[config.mk]
export PLATFORM = sky130hd
export DESIGN_NAME = piso_serial_tx
export DESIGN_NICKNAME = d
export VERILOG_FILES = /design/src/rtl/piso_serial_tx.sv
export SDC_FILE = /design/constraint.sdc
export NUM_CORES = 1
export LEC_CHECK = 0
export CORE_UTILIZATION = 55
export CTS_BUF_LIST = sky130_fd_sc_hd__clkbuf_2 sky130_fd_sc_hd__clkbuf_4 sky130_fd_sc_hd__clkbuf_8
export DETAILED_ROUTE_END_ITERATION = 12
export MAX_ROUTING_LAYER = met4
export PLACE_DENSITY_LB_ADDON = 0.2
export SLEW_MARGIN = 20
export SYNTH_ARGS = -nofsm -noshare
export SYNTH_HDL_FRONTEND = slang
export SYNTH_SLANG_ARGS = --single-unit
[constraint.sdc]
create_clock -name clk -period 4.7 [get_ports clk]
set_input_delay 1.175 -clock clk [delete_from_list [all_inputs] [get_ports clk]]
set_output_delay 1.175 -clock clk [all_outputs]
set_load 0.02 [all_outputs]
[src/rtl/piso_serial_tx.sv]
// Parallel-in, serial-out frame transmitter: a start bit (0), N data bits and a stop bit (1).
// Each line bit is held for CLKS_PER_BIT clocks. Words are accepted through a valid/ready handshake.
module piso_serial_tx #(
  parameter int N            = 5,
  parameter int CLKS_PER_BIT = 2,
  parameter bit MSB_FIRST    = 1'b1
) (
  input  logic         clk,
  input  logic         rst,
  input  logic [N-1:0] in_data,
  input  logic         in_valid,
  output logic         in_ready,
  output logic         ser_out,
  output logic         busy,
  output logic         done
);

  localparam int CW = $clog2(CLKS_PER_BIT) + 1;
  localparam int BW = $clog2(N) + 1;
  localparam logic [CW-1:0] LAST_CLK   = CW'(CLKS_PER_BIT - 1);
  localparam logic [BW-1:0] LAST_BIT   = BW'(N - 1);
  localparam bit            SINGLE_CLK = (CLKS_PER_BIT == 1);

  typedef enum logic [1:0] {IDLE, START, DATA, STOP} state_t;

  state_t        state;
  logic [N-1:0]  shreg;
  logic [N-1:0]  shifted;
  logic [CW-1:0] clk_cnt;
  logic [BW-1:0] bit_cnt;
  logic          bit_end;

  assign in_ready = (state == IDLE);
  assign bit_end  = (clk_cnt == LAST_CLK);

  always_comb begin
    shifted = MSB_FIRST ? (shreg << 1) : (shreg >> 1);
  end

  // The bit that goes on the line next is always at the head of the register.
  function automatic logic head_bit(input logic [N-1:0] v);
    return MSB_FIRST ? v[N-1] : v[0];
  endfunction

  always_ff @(posedge clk) begin
    if (!rst) begin
      state   <= IDLE;
      shreg   <= '0;
      clk_cnt <= '0;
      bit_cnt <= '0;
      ser_out <= 1'b1;
      busy    <= 1'b0;
      done    <= 1'b0;
    end else begin
      case (state)
        IDLE: begin
          ser_out <= 1'b1;
          busy    <= 1'b0;
          done    <= 1'b0;
          if (in_valid) begin
            shreg   <= in_data;
            state   <= START;
            ser_out <= 1'b0;
            busy    <= 1'b1;
            clk_cnt <= '0;
            bit_cnt <= '0;
          end
        end

        START: begin
          if (bit_end) begin
            clk_cnt <= '0;
            state   <= DATA;
            ser_out <= head_bit(shreg);
          end else begin
            clk_cnt <= clk_cnt + CW'(1);
          end
        end

        // With one clock per bit the stop bit is also its own last cycle, so done rises on entry.
        DATA: begin
          if (bit_end) begin
            clk_cnt <= '0;
            if (bit_cnt == LAST_BIT) begin
              state   <= STOP;
              bit_cnt <= '0;
              ser_out <= 1'b1;
              done    <= SINGLE_CLK;
            end else begin
              shreg   <= shifted;
              bit_cnt <= bit_cnt + BW'(1);
              ser_out <= head_bit(shifted);
            end
          end else begin
            clk_cnt <= clk_cnt + CW'(1);
          end
        end

        STOP: begin
          if (bit_end) begin
            clk_cnt <= '0;
            state   <= IDLE;
            busy    <= 1'b0;
            done    <= 1'b0;
          end else begin
            clk_cnt <= clk_cnt + CW'(1);
            done    <= ((clk_cnt + CW'(1)) == LAST_CLK);
          end
        end

        default: begin
          state <= IDLE;
        end
      endcase
    end
  end

endmodule

Word-level counts from Yosys, hierarchy flattened. Cells that the tools add are included.

Register bits: 16. Output and inout port bits: 4. Logic and storage cells: 62.

Add/sub/neg operators: 2. Eq/ne operators: 12. Mux-type cells: 29. Reduce and logical (&&, ||, !) cells: 12.

Operators with widths (count): two-way mux 5 bit (3); two-way mux 2 bit (7); two-way mux 4 bit (3); != test 2 bit (second input constant) (6); case mux 5 bit (2 select lines) (1); two-way mux 1 bit (9); AND reduction 3 bit (3); case mux 2 bit (4 select lines) (1); case mux 4 bit (2 select lines) (1); equality test 2 x 1 -> 1 bit (second input constant) (3); case mux 1 bit (3 select lines) (2); nonzero test 3 bit (2); AND reduction 5 bit (1); adder 4 x 1 -> 4 bit (second input constant) (1); equality test 2 bit (second input constant) (2); equality test 4 x 3 -> 1 bit (second input constant) (1); case mux 2 bit (2 select lines) (1); AND reduction 4 bit (1); nonzero test 2 bit (2); OR reduction 3 bit (1); adder 2 x 1 -> 2 bit (second input constant) (1); zero test 2 bit (1); case mux 1 bit (2 select lines) (1); AND reduction 2 bit (1).

Depth between registers and ports, before layout. Gate-level depths: netlist (run 1).

Word-level depth: 4. Gate-level depth with buffers: 7.

Worst setup path before layout (run 1). OpenSTA, ideal clock, no wires.

Path type: in2reg. Start point: in in_valid. End point: reg state[0]. Setup time: 72 ps. Arrival: 1895 ps. Setup slack: 2733 ps. Stages: 4. Path buffers: 0. Cell sequence: nor2b_1 a21oi_1 nand3_1 mux2i_1.

Word-level cells in the longest chain between the ends: 2.

RTL lines: start, declared (line 11) `input logic in_valid,`; != test 2 bit (no line); AND reduction 5 bit (no line); end signal, assigned (line 47) `state <= IDLE;`; end signal, assigned (line 62) `state <= START;`; end signal, assigned (line 73) `state <= DATA;`; end, declared (line 26) `state_t state;`.

No other way between the ends. A chain may end at the register's enable or synchronous reset.

Worst setup path after layout (run 1).
Start point: reg state[0]. End point: out in_ready.

Word-level cells in the longest chain between the ends: 1.

RTL lines: zero test 2 bit (line 33) `assign in_ready = (state == IDLE);`; end, declared (line 12) `output logic in_ready,`.

No other way between the ends.

==> results of run 1 <==
[state kept, by name (all words and copies together) (netlist names)]
signal   cells
clk_cnt      2
state        2
ser_out      1
done         1
shreg        5
busy         1
bit_cnt      4
[cells by family after synthesis]
group                    count (synthesis)  synth area share [%]
AO/OA/AOI/OAI                           25                  22.2
adder cells (fa/ha/maj)                  7                  9.46
buffers and inverters                    9                  5.40
flip-flops                              16                  34.6
multiplexers                             7                  7.57
AND/OR/NAND/NOR                         36                  20.8
[layout make-up]
| class | instances | area, sq um | share of cell area, % |
|---|---|---|---|
| inverters | 4 | 15.0 | 1.44 |
| clock buffers | 3 | 22.5 | 2.16 |
| multi-input cells | 75 | 556 | 53.2 |
| well taps | 16 | 20.0 | 1.92 |
| repair buffers | 11 | 110 | 10.6 |
| flip-flops and latches | 16 | 320 | 30.7 |
[placed cells by master (no fill, tap or decap), types with 3 or more instances in the layout]
master	Yosys	final
a21oi_1	4	4
clkbuf_4	0	3
clkdlybuf4s50_1	0	11
dfxtp_1	16	16
ha_1	7	7
inv_1	4	4
mux2i_1	7	7
nand2_1	14	14
nand3_1	4	4
nand3b_1	3	3
nor2b_1	5	5
o211a_1	5	5
o21ai_0	3	3
[layer usage]
metal,vias up,share of wire [%]
li1,379,-
met1,348,48
met2,15,48
met3,4,3.0
met4,0,1.2
met5,-,0
[synthesized netlist by cell type, types with 2 or more instances]
cell / count
dfxtp_1: 16
nand2_1: 14
ha_1: 7
mux2i_1: 7
nor2b_1: 5
o211a_1: 5
a21oi_1: 4
inv_1: 4
nand3_1: 4
nand3b_1: 3
o21ai_0: 3
buf_6: 2
clkbuf_1: 2
nand2b_1: 2
nand4b_1: 2
nor2_1: 2
o22ai_1: 2
[power groups by stage]
| stage | sequential [uW] | clock [uW] | combinational [uW] |
|---|---|---|---|
| after global routing | 207 | 77.9 | 414 |
| after global placement | 203 | 0 | 368 |
| after floorplan | 207 | 0 | 304 |
| after CTS | 202 | 71.2 | 378 |
| final | 203 | 70.3 | 376 |
| after detailed placement | 206 | 0 | 375 |
[worst max-delay path, delay by kind of cell (launching register included)]
family / cells / cell delay [ns]
buf+inv: 2 / 0.74
fa+ha+maj: 1 / 0.25
flops: 1 / 0.35
[per-stage QoR]
step | setup slack (ns) | instances | total power [uW] | instance area [sq um] | hold WS, ns
final | 1.90 | 125 | 649 | 1040 | 0.454
after CTS | 1.90 | 125 | 652 | 1040 | 0.459
after global routing | 1.81 | 125 | 699 | 1040 | 0.492
after detailed placement | 2.12 | 122 | 580 | 1020 | 0.446
after global placement | 2.15 | 122 | 571 | 1020 | 0.442
after floorplan | 2.73 | 100 | 511 | 926 | 0.428
[path summary, 6_finish.rpt]
kind                            startpoint        to
worst min register to register    shreg[0]  shreg[0]
worst max-delay path              state[0]  in_ready
worst max register to register    state[0]  shreg[4]
worst min-delay path              shreg[0]  shreg[0]
==> key figures, run 1 <==
Outcome
  – Outcome: finished clean

Synthesis
  – Synth Flop Type: dfxtp_1
  – Post-synth top area cell: dfxtp_1
  – Mapped Area: slightly above 900 sq um
  – Top post-synthesis cells by area: dfxtp_1 (35%), ha_1 (9.5%), mux2i_1 (7.6%)
  – YS warnings: 0
  – Share of the synthesized area in the top cell type: 34.6%
  – Yosys cell types: 33
  – Sequential cell area fraction in the yosys report: between 30% and 40%
  – Synth Area per Inst: 9.26 sq um
  – Cells after Synth: 100
  – Asr flop ratio synth: 0%
  – Post-Syn Nets: around 120
  – Post-synth EDFFs: 0
  – Synthesized flop and latch total: 16

GRT
  – Antenna violations before repair: 0
  – Gr busiest metal: met2
  – Grt met2 use: between 30% and 40%
  – First-pass GRT wire length: roughly 2.9 mm
  – Met3 GRT Util: under 10%
  – Largest net degree at the start of global routing: 24
  – Total grt overflow: 0
  – Vias in the first global route: 675
  – Met1 Resource Use GR: about a quarter
  – GR Util All Layers: 21.4%

Placement
  – Hpwl dp: roughly 1.2 mm
  – IO Port Bufs: 11
  – RePlAce Congestion: approximately 0.89

CTS
  – CTS Hold Bufs: 0
  – Resize count post-CTS: 0
  – Clk buf depth: 2
  – CTS tree: done
  – Setup Buffers After CTS: 0
  – CTS Sinks: 16
  – Clock Latency Late Sink: approximately 0.28 ns
  – CTS root buf: clkbuf_4
  – Clock transition at path regs: ~0.09 ns
  – Total CTS buffers: 3
  – H-tree Lvls: 1

Drt
  – Pre-antenna DRT Iters: 4
  – WL per Instance: approximately 13 um
  – Post-route DRC: 0
  – Initial drt markers: 15
  – DRT Wirelength: roughly 1.6 mm
  – DRT antenna net count: 0
  – Vias per std cell: 5.97
  – Via count: about 750

Timing
  – Final Cycle Share: between 50% and 60%
  – Final-report max-slew violation count: 0
  – Slew @ Worst Pin: roughly 0.72 ns
  – Setup Skew: around 0.0013 ns
  – Sum Neg Setup Slack: 0 ns
  – Period minus WS final: around 2.8 ns
  – Fmax: ~0.36 GHz
  – Setup Viol. Count Final: 0
  – RSZ-0062 raised after global routing: false
  – Final hold vios: 0
  – Worst relative slew slack: 51.7%

Power and ir drop
  – Pwr dens: slightly above 600 nW/um^2
  – Switching power: around 270 uW
  – LEAKAGE: 0.000444 uW
  – Flop pwr share: around 31%
  – Cell internal pwr: ~370 uW
  – Comb power frac: 57.9%
  – Sw Ratio: between 40% and 50%
  – Worst ir drop on vdd: approximately 340 uV
  – Clock power frac: 10.8%

Min path
  – Hold-critical path depth: 2
  – HP Class: flop to flop

Critical path
  – Worst reg2reg setup slack: about 2.5 ns
  – Kind of critical path: flop to primary output
  – Largest fanout on the critical path: 4
  – Critical Path Source Type: flop
  – Worst EP arrival: between 1.5 and 2 ns
  – CP peak stage delay: 0.63 ns
  – CP max stage cell: clkdlybuf4s50_1
  – Required @ worst endpoint: 3.52 ns
  – Worst path cell trace: inv_1 -> ha_1 -> clkdlybuf4s50_1
  – CP endpoint kind: primary output
  – Worst r2r path cells: 6

Floorplan
  – Vert. Die Dim: 43.0 um
  – Core area: roughly 1500 sq um
  – Top Ports: 12
  – Starting Density: 60.1%
  – Core Rows: 14
  – Die W: about 43 um
  – Die footprint: around 1900 sq um

Final layout
  – Final Net Count: roughly 130
  – N_diodes: 0
  – Area growth from synthesis to layout: 12.7%
  – Filler Cell Count: ~140
  – Share of layout cells above drive strength 1: about 5.5%
  – Util after Layout: between 60% and 70%

Run
  – Max Cap Viol: 0
Power figures use the tool's default switching activity.
==> run 2: changes to the inputs <==
==> constraint.sdc (replaced) <==
create_clock -name clk -period 2.8 [get_ports clk]
set_input_delay 0.7 -clock clk [delete_from_list [all_inputs] [get_ports clk]]
set_output_delay 0.7 -clock clk [all_outputs]
set_load 0.02 [all_outputs]
==> run 2 against run 1 <==
Effect of this change: global-route usage about the same; power increased by 74%; sequential share of layout area decreased by 0.61 points; clock power increased by 120%; sequential power increased by 67%; critical path depth unchanged; sequential cell count unchanged; highest routed layer unchanged; worst hold slack improved by 0.0069 ns; via count decreased by 0.27%.
==> key figures, run 2 (synthesized netlist as in run 1, its figures left out) <==
Outcome
  – Outcome: finished clean

GRT
  – Largest net degree at the start of global routing: 24 (unchanged)
  – Antenna violations before repair: 0 (unchanged)
  – First-pass GRT wire length: 2.90 mm (+0.98%)
  – Vias in the first global route: 676 (+0.15%)
  – GR Util All Layers: 21.3% (about the same)
  – Total grt overflow: 0 (unchanged)

Floorplan
  – Core Rows: 14 (unchanged)
  – Die W: 43.0 um (unchanged)
  – Vert. Die Dim: 43.0 um (unchanged)
  – Core area: 1540 sq um (unchanged)
  – Die footprint: 1850 sq um (unchanged)
  – Top Ports: 12 (unchanged)
  – Starting Density: 60.1% (unchanged)

Drt
  – Initial drt markers: 10 (-5)
  – Vias per std cell: 5.86 (-1.8%)
  – Post-route DRC: 0 (unchanged)
  – DRT antenna net count: 0 (unchanged)
  – WL per Instance: 12.9 um (+0.39%)
  – Pre-antenna DRT Iters: 4 (unchanged)
  – DRT Wirelength: 1.64 mm (+2.0%)
  – Via count: 744 (-0.27%)

Timing
  – Worst relative slew slack: 52.2% (+0.46 points)
  – Final hold vios: 0 (unchanged)
  – Final hold slack: 0.461 ns (+0.00688 ns)
  – Period minus WS final: 2.30 ns
  – Final-report max-slew violation count: 0 (unchanged)
  – Post-layout worst setup margin: 0.501 ns (-1.40 ns)
  – Setup Viol. Count Final: 0 (unchanged)
  – Fmax: ~0.43 GHz
  – Sum Neg Setup Slack: 0 ns (unchanged)
  – Setup Skew: 0.00415 ns (+0.00284 ns)
  – Slew @ Worst Pin: 0.715 ns (-0.00909 ns)
  – RSZ-0062 raised after global routing: false
  – Final Cycle Share: 82.1%

Placement
  – Post-DP Area: 1030 sq um (+0.74%)
  – RePlAce Congestion: 0.845 (-4.9%)
  – IO Port Bufs: 11 (unchanged)
  – Hpwl dp: 1.21 mm (+2.9%)
  – Worst setup slack after placement: 0.642 ns (-1.48 ns)

Final layout
  – Final Net Count: 127 (+0.79%)
  – Largest reg by FF count: shreg
  – Design Area, Final: 1060 sq um (+2.0%)
  – Top flop regs: shreg x5, bit_cnt x4
  – Filler Cell Count: 129 (-5.1%)
  – Share of layout cells above drive strength 1: 7.21% (+1.7 points)
  – Area growth from synthesis to layout: 15.0%
  – Commonest cells after routing, fill and taps aside: dfxtp_1 (16), nand2_1 (14), clkdlybuf4s50_1 (11), mux2i_1 (7), ha_1 (7)
  – Commonest non-fill, non-tap cell in the layout: dfxtp_1
  – Max reg flops: 5 (unchanged)
  – N_diodes: 0 (unchanged)

Critical path
  – Required @ worst endpoint: 2.10 ns (-1.42 ns)
  – CP endpoint kind: primary output
  – Kind of critical path: flop to primary output
  – Worst EP arrival: 1.60 ns (-0.02 ns)
  – Largest fanout on the critical path: 4 (unchanged)
  – Critical Path Source Type: flop
  – Worst reg2reg setup slack: 0.86 ns (-1.60 ns)

Min path
  – HP Class: flop to flop

Power and ir drop
  – Worst ir drop on vdd: 506 uV (+50%)
  – LEAKAGE: 0.000456 uW (+2.8%)
  – Pwr dens: 1060 nW/um^2 (+70%)
  – Design Power: 1130 uW (+74%)

CTS
  – H-tree Lvls: 1 (unchanged)
  – CTS tree: done
  – CTS root buf: clkbuf_4
  – Total CTS buffers: 3 (unchanged)
  – Setup Buffers After CTS: 0 (unchanged)
  – Clock Latency Late Sink: 0.29 ns (about the same)
  – Resize count post-CTS: 0 (unchanged)
  – Clock transition at path regs: 0.10 ns (about the same)
  – CTS Hold Bufs: 0 (unchanged)
  – Clk buf depth: 2 (unchanged)
  – CTS Sinks: 16 (unchanged)

Run
  – Max Cap Viol: 0 (unchanged)
-- run 2: changes by cell type in the layout (fill, tap and decap cells not counted), sizes merged --
| cell | delta |
|---|---|
| clkbuf | +1 |
| buf | +1 |
-- run 2: power breakdown --
group	total, uW	switching (uW)	internal [uW]
Combinational	638	346	292
Sequential	338	44.5	293
Clock	153	74.0	79.2
Total	1130	465	664
-- run 2: critical path: stages, from the launching register on --
cell             delay, ns
dfxtp_1               0.35
inv_1                 0.11
ha_1                  0.23
clkdlybuf4s50_1       0.62
-- run 2: worst paths after layout --
kind | from | endpoint | depth (start not counted)
max reg2reg | state[0] | shreg[3] | 6
min reg2reg | shreg[0] | shreg[0] | 2
min | shreg[0] | shreg[0] | 2
max | state[0] | in_ready | 3
-- run 2: per-stage QoR --
| stage | cells | util [%] |
|---|---|---|
| floorplan | 100 | - |
| global placement | 123 | 66.7 |
| detailed placement | 123 | 66.7 |
| CTS | 127 | 69.1 |
| global route | 127 | 69.1 |
| finish | 127 | 69.1 |
-- run 2: area by class of cell --
class	instances	area, sq um	area share, %
Timing Repair Buffer	12	118	11.0
Inverter	4	15.0	1.41
Sequential cell	16	320	30.1
Tap cell	16	20.0	1.88
Clock buffer	4	36.3	3.41
Multi-Input combinational cell	75	556	52.2
-- run 2: routing by layer --
metal  track usage, %  vias to the layer above  routed length (um)
met1             29.8                      337                 800
met3             3.83                        5                  69
li1                 -                      381                   -
met5                -                        -                   0
met4             9.09                        0                  31
met2             30.3                       21                 734
==> run 3: changes to the inputs <==
--- a/config.mk
+++ b/config.mk
@@ -5,7 +5,7 @@
 export SDC_FILE = /design/constraint.sdc
 export NUM_CORES = 1
 export LEC_CHECK = 0
-export CORE_UTILIZATION = 55
+export CORE_UTILIZATION = 50
 export CTS_BUF_LIST = sky130_fd_sc_hd__clkbuf_2 sky130_fd_sc_hd__clkbuf_4 sky130_fd_sc_hd__clkbuf_8
 export DETAILED_ROUTE_END_ITERATION = 12
 export MAX_ROUTING_LAYER = met4
==> constraint.sdc (replaced) <==
create_clock -name clk -period 2 [get_ports clk]
set_input_delay 0.5 -clock clk [delete_from_list [all_inputs] [get_ports clk]]
set_output_delay 0.5 -clock clk [all_outputs]
set_load 0.02 [all_outputs]
==> run 3 against run 2 <==
Effect of this change: die area increased by 9.5%; clock skew decreased by 0.0018 ns; combinational power rose by 49%; non-clock buffer count is 4 higher; cell area grew 4.9%; core utilization fell by 4.4 points; worst hold slack better by 0.0052 ns; first-iteration DRC count is 10% higher; clock power is 35% higher; largest cell class unchanged; largest power group unchanged.
==> key figures, run 3 (synthesized netlist as in run 1, its figures left out) <==
Min path
  – Hold-critical path depth: 2 (unchanged)
  – Hold Path Origin: shreg[0]
  – HP Class: flop to flop
  – Hold Path Sink: shreg[0]

Critical path
  – Worst reg2reg setup slack: 0.22 ns (-0.64 ns)
  – Critical path depth: 3 (unchanged)
  – CP peak stage delay: 0.40 ns (-0.22 ns)
  – Reg-to-Reg End: shreg[3]
  – Worst EP arrival: 1.36 ns (-0.24 ns)
  – Worst path cell trace: inv_1 -> ha_1 -> dlygate4sd2_1
  – Required @ worst endpoint: 1.50 ns (-0.60 ns)
  – Critical Path Source Type: flop
  – Delay-heaviest family, CP: buffers and inverters
  – CP max stage cell: dfxtp_1
  – Worst r2r path cells: 7 (+1)
  – Largest fanout on the critical path: 4 (unchanged)
  – CP endpoint kind: primary output
  – Worst R2R Start: state[0]
  – Kind of critical path: flop to primary output
  – Buffer and inverter count on the worst path: 2 (unchanged)

Timing
  – Setup Viol. Count Final: 0 (unchanged)
  – RSZ-0062 raised after global routing: false
  – Final Cycle Share: about 93%
  – Slew @ Worst Pin: 0.469 ns (-0.246 ns)
  – Period minus WS final: about 1.9 ns
  – Final-report max-slew violation count: 0 (unchanged)
  – Final hold vios: 0 (unchanged)
  – Worst relative slew slack: 68.7% (+16 points)
  – Fmax: 0.539 GHz
  – Setup Skew: 0.00236 ns (-0.00179 ns)
  – Sum Neg Setup Slack: 0 ns (unchanged)

CTS
  – Total CTS buffers: 3 (unchanged)
  – H-tree Lvls: 1 (unchanged)
  – Clock Latency Late Sink: 0.28 ns (about the same)
  – CTS Sinks: 16 (unchanged)
  – CTS root buf: clkbuf_4
  – CTS tree: done
  – Clk buf depth: 2 (unchanged)
  – Clock transition at path regs: 0.09 ns (about the same)

Final layout
  – Multi-input gate area: 556 sq um (unchanged)
  – Max reg flops: 5 (unchanged)
  – Area growth from synthesis to layout: 20.7%
  – Filler Cell Count: 163 (+26%)
  – Post-Layout Cell Count: 140 (+10%)
  – Largest reg by FF count: shreg
  – Reg area: 320 sq um (unchanged)
  – Top flop regs: shreg x5, bit_cnt x4
  – Commonest cells after routing, fill and taps aside: dfxtp_1 (16), nand2_1 (14), clkdlybuf4s50_1 (10), mux2i_1 (7), ha_1 (7)
  – Commonest non-fill, non-tap cell in the layout: dfxtp_1
  – Final Net Count: 131 (+3.1%)
  – N_diodes: 0 (unchanged)
  – Share of layout cells above drive strength 1: 10.4% (+3.2 points)

GRT
  – GR Util All Layers: 19.3% (-2.1 points)
  – First-pass GRT wire length: 2.75 mm (-5.0%)
  – Vias in the first global route: 658 (-2.7%)
  – Antenna violations before repair: 0 (unchanged)
  – Total grt overflow: 0 (unchanged)
  – Largest net degree at the start of global routing: 18 (-25%)

Drt
  – DRT Wirelength: 1.62 mm (-1.1%)
  – DRT antenna net count: 0 (unchanged)
  – Vias per std cell: 5.48 (-6.5%)
  – Pre-antenna DRT Iters: 4 (unchanged)
  – Via count: 767 (+3.1%)
  – Initial drt markers: 11 (+1)
  – WL per Instance: 11.6 um (-10%)
  – Post-route DRC: 0 (unchanged)

Floorplan
  – Core area: 1730 sq um (+12%)
  – Starting Density: 53.6% (-6.4 points)
  – Top Ports: 12 (unchanged)
  – Die W: 45.0 um (+4.6%)
  – Core Rows: 15 (+1)
  – Vert. Die Dim: 45.0 um (+4.6%)
  – Die footprint: 2030 sq um (+9.5%)

Placement
  – DP Cell Count: 135 (+9.8%)
  – IO Port Bufs: 11 (unchanged)
  – Hpwl dp: 1.26 mm (+3.5%)
  – RePlAce Congestion: 0.791 (-6.3%)

Power and ir drop
  – Worst ir drop on vdd: 652 uV (+29%)
  – Design Power: 1630 uW (+45%)
  – Pwr dens: 1460 nW/um^2 (+38%)
  – LEAKAGE: 0.000479 uW (+4.9%)

Outcome
  – Outcome: finished clean

Run
  – Max Cap Viol: 0 (unchanged)
[run 3: area by class of cell]
class,count,area share (%)
multi-input cells,75,49.7
flip-flops and latches,16,28.7
repair buffers,16,14.2
clock buffers,4,3.25
well taps,25,2.80
inverters,4,1.34
[run 3: layer usage]
layer	track usage (%)	share of wire, %	routed length [um]
met5	-	0	0
met4	9.09	0.80	13
met3	2.40	2.3	37
met2	29.9	50	802
met1	24.8	47	764
[run 3: stage by stage]
step	hold WS, ns	worst slack [ns]	util (%)	area (sq um)
floorplan	0.428	0.257	-	926
global placement	0.439	0.113	62.2	1070
detailed placement	0.454	0.0925	62.2	1070
CTS	0.470	0.126	64.3	1110
global route	0.492	0.0467	64.7	1120
finish	0.466	0.144	64.7	1120
[run 3: worst max path at each step]
| stage | start | to |
|---|---|---|
| 2_1_floorplan | state[0] | shreg[1] |
| 3_3_place_gp | in_valid | shreg[1] |
| 3_5_place_dp | in_valid | state[1] |
| 4_1_cts | state[0] | in_ready |
| 5_1_grt | state[0] | in_ready |
| 6_report | state[0] | in_ready |
[run 3: what timing repair did]
action / CTS / global route
hold buffers: 0 / 0
resized for setup: 1 / 0
pin swaps: 0 / 1
endpoints found under the setup margin: 1 / 4
buffers inserted: 0 / 1
[run 3: report_power, final]
part | internal [uW] | total, uW | switching, uW
combinational | 460 | 953 | 493
sequential | 410 | 473 | 62.4
clock | 111 | 207 | 96.5
[run 3: tightest hold or removal path: stages, from the launching register on]
cell and delay [ns]:
dfxtp_1 0.32, nand2_1 0.05, o21ai_1 0.05
